File: config.mk
export PLATFORM = sky130hd
export DESIGN_NAME = bus_master_seq
export DESIGN_NICKNAME = d
export VERILOG_FILES = /design/src/rtl/pg68k_bus_pkg.sv /design/src/rtl/bus_sync.sv /design/src/rtl/bus_master_seq.sv
export SDC_FILE = /design/constraint.sdc
export NUM_CORES = 1
export LEC_CHECK = 0
export CORE_UTILIZATION = 44
export CTS_CLUSTER_DIAMETER = 150
export CTS_CLUSTER_SIZE = 8
export DETAILED_ROUTE_END_ITERATION = 7
export GPL_ROUTABILITY_DRIVEN = 0
export GPL_TIMING_DRIVEN = 0
export HOLD_SLACK_MARGIN = 0.1
export PLACE_DENSITY_LB_ADDON = 0.2
export SLEW_MARGIN = 25
export SYNTH_ARGS = -nofsm -noshare
export SYNTH_HDL_FRONTEND = slang
export SYNTH_SLANG_ARGS = --single-unit
File: constraint.sdc
create_clock -name DRAM_CLK -period 2.75 [get_ports DRAM_CLK]
set_input_delay 0.275 -clock DRAM_CLK [delete_from_list [all_inputs] [get_ports DRAM_CLK]]
set_output_delay 0.275 -clock DRAM_CLK [all_outputs]
set_load 0.01 [all_outputs]
File: src/rtl/pg68k_bus_pkg.sv
// Shared 68030 bus encodings: function codes, SIZ, DSACK port sizes and response status,
// plus helpers for comparing transfer size against the acknowledged port width.
package pg68k_bus_pkg;

    localparam logic [2:0] FC_USER_DATA = 3'b001;
    localparam logic [2:0] FC_USER_PROG = 3'b010;
    localparam logic [2:0] FC_SUPV_DATA = 3'b101;
    localparam logic [2:0] FC_SUPV_PROG = 3'b110;
    localparam logic [2:0] FC_CPU_SPACE = 3'b111;

    localparam logic [1:0] SIZ_LONG  = 2'b00;
    localparam logic [1:0] SIZ_BYTE  = 2'b01;
    localparam logic [1:0] SIZ_WORD  = 2'b10;
    localparam logic [1:0] SIZ_3BYTE = 2'b11;

    localparam logic [1:0] DSACK_LONG = 2'b00;
    localparam logic [1:0] DSACK_WORD = 2'b01;
    localparam logic [1:0] DSACK_BYTE = 2'b10;
    localparam logic [1:0] DSACK_NONE = 2'b11;

    localparam logic [1:0] RSP_OK      = 2'b00;
    localparam logic [1:0] RSP_BERR    = 2'b01;
    localparam logic [1:0] RSP_NARROW  = 2'b10;
    localparam logic [1:0] RSP_TIMEOUT = 2'b11;

    function automatic logic [2:0] sizBytes(input logic [1:0] siz);
        logic [2:0] n;
        case (siz)
            SIZ_BYTE:  n = 3'd1;
            SIZ_WORD:  n = 3'd2;
            SIZ_3BYTE: n = 3'd3;
            default:   n = 3'd4;
        endcase
        return n;
    endfunction

    function automatic logic [2:0] portBytes(input logic [1:0] dsack);
        logic [2:0] n;
        case (dsack)
            DSACK_LONG: n = 3'd4;
            DSACK_WORD: n = 3'd2;
            default:    n = 3'd1;
        endcase
        return n;
    endfunction

    // True when the acknowledging port cannot carry every byte the SIZ code asked for.
    function automatic logic portNarrow(input logic [1:0] dsack, input logic [1:0] siz);
        return portBytes(dsack) < sizBytes(siz);
    endfunction

endpackage

File: src/rtl/bus_sync.sv
// N-bit multi-flop synchroniser for asynchronous bus inputs; idles at all-ones (negated strobes).
module bus_sync #(
    parameter int WIDTH  = 1,
    parameter int STAGES = 2
) (
    input  logic             DRAM_CLK,
    input  logic             nRST,
    input  logic [WIDTH-1:0] d,
    output logic [WIDTH-1:0] q
);

    for (genvar gi = 0; gi < STAGES; gi++) begin : gStage
        logic [WIDTH-1:0] stageReg;
        if (gi == 0) begin : gFirst
            always_ff @(posedge DRAM_CLK or negedge nRST) begin
                if (!nRST) stageReg <= '1;
                else       stageReg <= d;
            end
        end else begin : gNext
            always_ff @(posedge DRAM_CLK or negedge nRST) begin
                if (!nRST) stageReg <= '1;
                else       stageReg <= gStage[gi-1].stageReg;
            end
        end
    end

    assign q = gStage[STAGES-1].stageReg;

endmodule

File: src/rtl/bus_master_seq.sv
// Alternate 68030 bus master: arbitrates for the bus, runs exactly one asynchronous bus cycle
// per request, reports the termination status and releases the bus.
module bus_master_seq
    import pg68k_bus_pkg::*;
#(
    parameter int TIMEOUT_CYC = 256,
    parameter int SYNC_STAGES = 2
) (
    input  logic        DRAM_CLK,
    input  logic        nRST,
    input  logic        req_valid,
    output logic        req_ready,
    input  logic [31:0] req_addr,
    input  logic        req_wr,
    input  logic [1:0]  req_siz,
    input  logic [2:0]  req_fc,
    input  logic [31:0] req_wdata,
    output logic        rsp_valid,
    output logic [1:0]  rsp_status,
    output logic [31:0] rsp_rdata,
    output logic        nBR,
    input  logic        nBG,
    input  logic        nBGACK_in,
    output logic        nBGACK,
    input  logic        nAS_in,
    output logic        bus_oe,
    output logic [31:0] ADDR_O,
    output logic [2:0]  FC_O,
    output logic [1:0]  SIZ_O,
    output logic        RnW_O,
    output logic        nAS_O,
    output logic        nDS_O,
    output logic [31:0] D_O,
    output logic        D_OE,
    input  logic [31:0] D_I,
    input  logic [1:0]  nDSACK,
    input  logic        nSTERM,
    input  logic        nBERR
);

    localparam int CW = $clog2(TIMEOUT_CYC);
    localparam logic [CW-1:0] CNT_LAST = CW'(TIMEOUT_CYC - 1);

    typedef enum logic [6:0] {
        S_IDLE = 7'b000_0001,
        S_ARB  = 7'b000_0010,
        S_ADDR = 7'b000_0100,
        S_STRB = 7'b000_1000,
        S_WAIT = 7'b001_0000,
        S_TERM = 7'b010_0000,
        S_REL  = 7'b100_0000
    } state_e;

    state_e          stateReg, stateNext;
    logic [31:0]     addrReg, wdataReg, rdataReg;
    logic            wrReg;
    logic [1:0]      sizReg, statusReg;
    logic [2:0]      fcReg;
    logic [CW-1:0]   cntReg;

    logic [6:0]      syncIn, syncOut;
    logic            bgS, asS, bgackS, stermS, berrS;
    logic [1:0]      dsackS;
    logic            reqAccept, termHit;
    logic [1:0]      termStatus;

    assign syncIn = {nBG, nAS_in, nBGACK_in, nDSACK, nSTERM, nBERR};

    bus_sync #(
        .WIDTH  (7),
        .STAGES (SYNC_STAGES)
    ) uSync (
        .DRAM_CLK (DRAM_CLK),
        .nRST     (nRST),
        .d        (syncIn),
        .q        (syncOut)
    );

    assign {bgS, asS, bgackS, dsackS, stermS, berrS} = syncOut;
    assign reqAccept = req_valid && (stateReg == S_IDLE);

    always_comb begin
        stateNext  = stateReg;
        termHit    = 1'b0;
        termStatus = RSP_OK;
        case (stateReg)
            S_IDLE: if (req_valid) stateNext = S_ARB;
            // Grant, idle address strobe and no other owner must all be seen together.
            S_ARB:  if (!bgS && asS && bgackS) stateNext = S_ADDR;
            S_ADDR: stateNext = S_STRB;
            S_STRB: stateNext = S_WAIT;
            S_WAIT: begin
                if (!berrS) begin
                    termHit    = 1'b1;
                    termStatus = RSP_BERR;
                end else if (!stermS) begin
                    termHit    = 1'b1;
                    termStatus = RSP_OK;
                end else if (dsackS != DSACK_NONE) begin
                    termHit    = 1'b1;
                    termStatus = portNarrow(dsackS, sizReg) ? RSP_NARROW : RSP_OK;
                end else if (cntReg == CNT_LAST) begin
                    termHit    = 1'b1;
                    termStatus = RSP_TIMEOUT;
                end
                if (termHit) stateNext = S_TERM;
            end
            S_TERM: stateNext = S_REL;
            S_REL:  stateNext = S_IDLE;
            default: stateNext = S_IDLE;
        endcase
    end

    always_ff @(posedge DRAM_CLK or negedge nRST) begin
        if (!nRST) begin
            stateReg  <= S_IDLE;
            addrReg   <= '0;
            wdataReg  <= '0;
            wrReg     <= 1'b0;
            sizReg    <= SIZ_LONG;
            fcReg     <= '0;
            cntReg    <= '0;
            statusReg <= RSP_OK;
            rdataReg  <= '0;
        end else begin
            stateReg <= stateNext;
            if (reqAccept) begin
                addrReg  <= req_addr;
                wdataReg <= req_wdata;
                wrReg    <= req_wr;
                sizReg   <= req_siz;
                fcReg    <= req_fc;
            end
            // Counter is zeroed on the way into WAIT and saturates rather than wrapping.
            if (stateReg == S_STRB) begin
                cntReg <= '0;
            end else if (stateReg == S_WAIT && cntReg != CNT_LAST) begin
                cntReg <= cntReg + CW'(1);
            end
            if (termHit) begin
                statusReg <= termStatus;
                rdataReg  <= (!wrReg && termStatus == RSP_OK) ? D_I : 32'h0;
            end
        end
    end

    // All bus outputs decode straight from state so an asynchronous reset frees the bus at once.
    assign req_ready  = (stateReg == S_IDLE);
    assign nBR        = ~(stateReg == S_ARB);
    assign bus_oe     = (stateReg == S_ADDR) || (stateReg == S_STRB) ||
                        (stateReg == S_WAIT) || (stateReg == S_TERM);
    assign nBGACK     = ~bus_oe;
    assign nAS_O      = ~((stateReg == S_STRB) || (stateReg == S_WAIT));
    assign nDS_O      = ~(((stateReg == S_STRB) && !wrReg) || (stateReg == S_WAIT));
    assign D_OE       = wrReg && ((stateReg == S_ADDR) || (stateReg == S_STRB) ||
                                  (stateReg == S_WAIT));
    assign rsp_valid  = (stateReg == S_TERM);
    assign rsp_status = statusReg;
    assign rsp_rdata  = rdataReg;
    assign ADDR_O     = addrReg;
    assign FC_O       = fcReg;
    assign SIZ_O      = sizReg;
    assign RnW_O      = ~wrReg;
    assign D_O        = wdataReg;

endmodule

==> metrics.md <==
| Metric | Value |
|---|---|
| PwrDens | `~1000 mW/mm^2` |
| Number of placement rows | `41` |
| Avg Cell Area, Syn | `13.6 um^2` |
| Status | `completed` |
| Maximum clock rate | `between 0.3 and 0.4 GHz` |
| Syn nets | `532` |
| P_leak | `0.00372 uW` |
| WL final | `around 15000 um` |
| Critical Path RT | `between 2000 and 2500 ps` |
| CP startpoint kind | `register` |
| Reg2Reg Depth | `6` |
| Final Critical Period | `2640 ps` |
| Post-synthesis sequential area ratio | `59.1%` |
| Vias in the first global route | `4639` |
| Initial Util | `45.0%` |
| Final Hold Viols | `0` |
| Commonest non-fill, non-tap cell in the layout | `clkdlybuf4s50_1` |
| Reg2reg end | `rsp_rdata[3]` |
| Final number of setup-violating endpoints | `0` |
| #FFs+latches synth | `133` |
| Average vias per placed instance | `5.32` |
| Global route overflow | `0` |
| Die Width | `about 120 um` |
| Slew @ Worst Pin | `685 ps` |
| Setup CP Type | `register to output pin` |
| Path category of the worst min-delay check | `primary input to register` |
| FF-to-FF Start | `uSync.q[2]` |
| Core footprint | `0.0126 mm^2` |
| Die ar. | `0.0133 mm^2` |
| GRT Util Overall | `a little under a quarter` |
| Initial antenna violation count | `0` |
| Largest net degree at the start of global routing | `81` |
| CTS tree | `done` |
| Main synth FF type | `dfrtp_1` |
| CTS Root Cell | `clkbuf_16` |
| Worst hold start | `nBG` |
| PortBufs | `approximately 220` |
| Crit-path slowest cell | `clkdlybuf4s50_1` |
| Critical Path AT | `2360 ps` |
| Worst-path fanout max | `10` |
| Pre-Repair DR Iteration Count | `5` |
| Setup tns final | `0 ps` |
| Max-slew violations | `0` |
| Post-route ant nets | `0` |
| Worst VDD drop | `between 0.5 and 0.6 mV` |
| Dpl cell area | `0.00814 mm^2` |
| Detailed-route wire length per cell | `17.9 um` |
| Inserted Clock Buffers | `17` |
| Family with the most delay on the worst path | `buffers and inverters` |
| Critical path's largest stage delay | `~530 ps` |
| Layout net count | `roughly 780` |
| Clock Tree Buf Depth | `2` |
| Library cells used by synthesis | `48` |
| FFs w/ async S/R, synth | `100%` |
| Worst-Skew Late Latency | `about 410 ps` |
| Skew final | `14.5 ps` |
| First-pass GRT wire length | `23600 um` |
| Detailed placement HPWL | `10700 um` |
| Ports | `about 220` |
| CTS Sinks | `133` |
| Most frequent cells in the layout | `clkdlybuf4s50_1 (222), dfrtp_1 (115), mux2_4 (69)` |
| Slew Limit Headroom | `54.1%` |
| Synth warn | `0` |
| Fin area | `0.00881 mm^2` |
| Hold depth | `1` |
| H-tree levels | `4` |
| WP buf/inv | `2` |
| Critical path cell sequence | `nor4_4 -> nand3_2 -> clkbuf_4 -> o21ai_2 -> and2_1 -> clkdlybuf4s50_1` |
| Synth Instances | `417` |
| Iteration-0 DRC Markers | `approximately 310` |
| Crit. End Element | `output pin` |
| Clk pin slew, worst setup/hold paths | `60 ps` |
| Post-synth EDFFs | `0` |
| Crit share post-route | `a little over nine tenths` |
| Area Growth Syn to Fin | `55.7%` |
| Endpoint, Worst Hold | `uSync.gStage[0].stageReg[6]` |
| Setup repair after global routing missed its margin | `false` |
| Max_cap viols | `0` |
| # diodes | `0` |
| Share of post-route cells with drive strength above 1 | `22.3%` |
| Die height | `115 um` |
| Routed vias | `4500` |
| DRC errors left | `0` |
| Reg2Reg Setup Slack | `410 ps` |
| Mapped cell area | `0.00566 mm^2` |
where the power goes:
group | internal, uW | total [uW] | leakage [uW] | switching, uW
registers | 2590 | 3010 | 0.00148 | 419
clock network | 1400 | 2240 | 0.000272 | 841
logic | 2170 | 3370 | 0.00197 | 1200
total | 6160 | 8620 | 0.00372 | 2460
worst max path at each step:
stage | startpoint | endpoint | slack, ps | depth (start not counted)
after floorplan | SIZ_O[0] | rsp_rdata[22] | 780 | 7
after global placement | nRST | D_O[28] | -3620 | 1
after detailed placement | stateReg[5] | nDS_O | 170 | 5
after CTS | stateReg[3] | D_OE | 1 | 6
after global routing | stateReg[5] | D_OE | 30 | 5
final | stateReg[1] | D_OE | 110 | 6
kinds of logic (layout without fill, tap and decap cells):
logic type	Yosys count	after routing	synth area share, %
simple gates	83	83	8.77
mux	70	70	18.5
buf+inv	35	292	3.47
fa+ha+maj	3	3	0.663
compound gates	91	91	9.17
flops	133	133	59.1
xor+xnor	2	2	0.309
synth_stat cells, types with 5 or more instances:
cell      number  area share (%)
nand2_1        8            0.53
nand3_1        5            0.44
buf_2         10            0.88
clkbuf_1      12            0.80
buf_6          7             1.4
dfstp_2       15             7.0
dfrtp_1      118              52
nand4_1       34             3.8
nor2_1         9            0.60
o21ai_1        6            0.53
mux2_4        69              18
o21ai_0       60             5.3
inv_1          6            0.40
layer usage:
layer  GRT usage, %  wire length, um
met5              0                0
met4           9.44              299
met3           8.84             1470
met2           37.7             7250
met1           28.2             6080
through the flow:
step | power (uW) | util (%) | std cells | setup slack (ps) | hold slack (ps)
final | 8620 | 70.1 | 846 | 115 | 274
after global routing | 9030 | 70.1 | 846 | 25.1 | 253
after global placement | 6270 | 64.5 | 812 | -3620 | 347
after CTS | 8680 | 69.9 | 845 | 1.03 | 256
after detailed placement | 6350 | 64.8 | 813 | 169 | 306
after floorplan | 4630 | - | 417 | 784 | -20.6
repair_timing:
action | CTS | global route
pin swaps | 1 | 3
hold buffers | 1 | 0
setup buffers | 1 | 2
endpoints found under the setup margin | 5 | 4
resized for setup | 9 | 4
hold endpoints to repair | 79 | 0
state kept, by name (all words and copies together), names as in the netlist:
name                   count
uSync.gStage.stageReg      7
wrReg                      1
uSync.q                    7
rsp_rdata                 32
rsp_status                 2
D_O                       32
SIZ_O                      2
stateReg                   7
FC_O                       3
ADDR_O                    32
cntReg                     8
cell type report:
cell class	count	area, um^2
tap	172	215
clock inverter	11	128
buffer	27	166
sequential	133	3350
multi-input combinational	249	2170
fill	881	3750
timing repair buffer	228	2300
inverter	6	22.5
clock buffer	20	467
worst reg2reg max path, cell delays in order (launching register included):
cell and delay [ps]:
dfstp_2 550, nor2b_1 170, ha_1 250, a2111oi_0 400, o22a_1 420, buf_2 260
o21ai_0 140
Power figures use the tool's default switching activity.
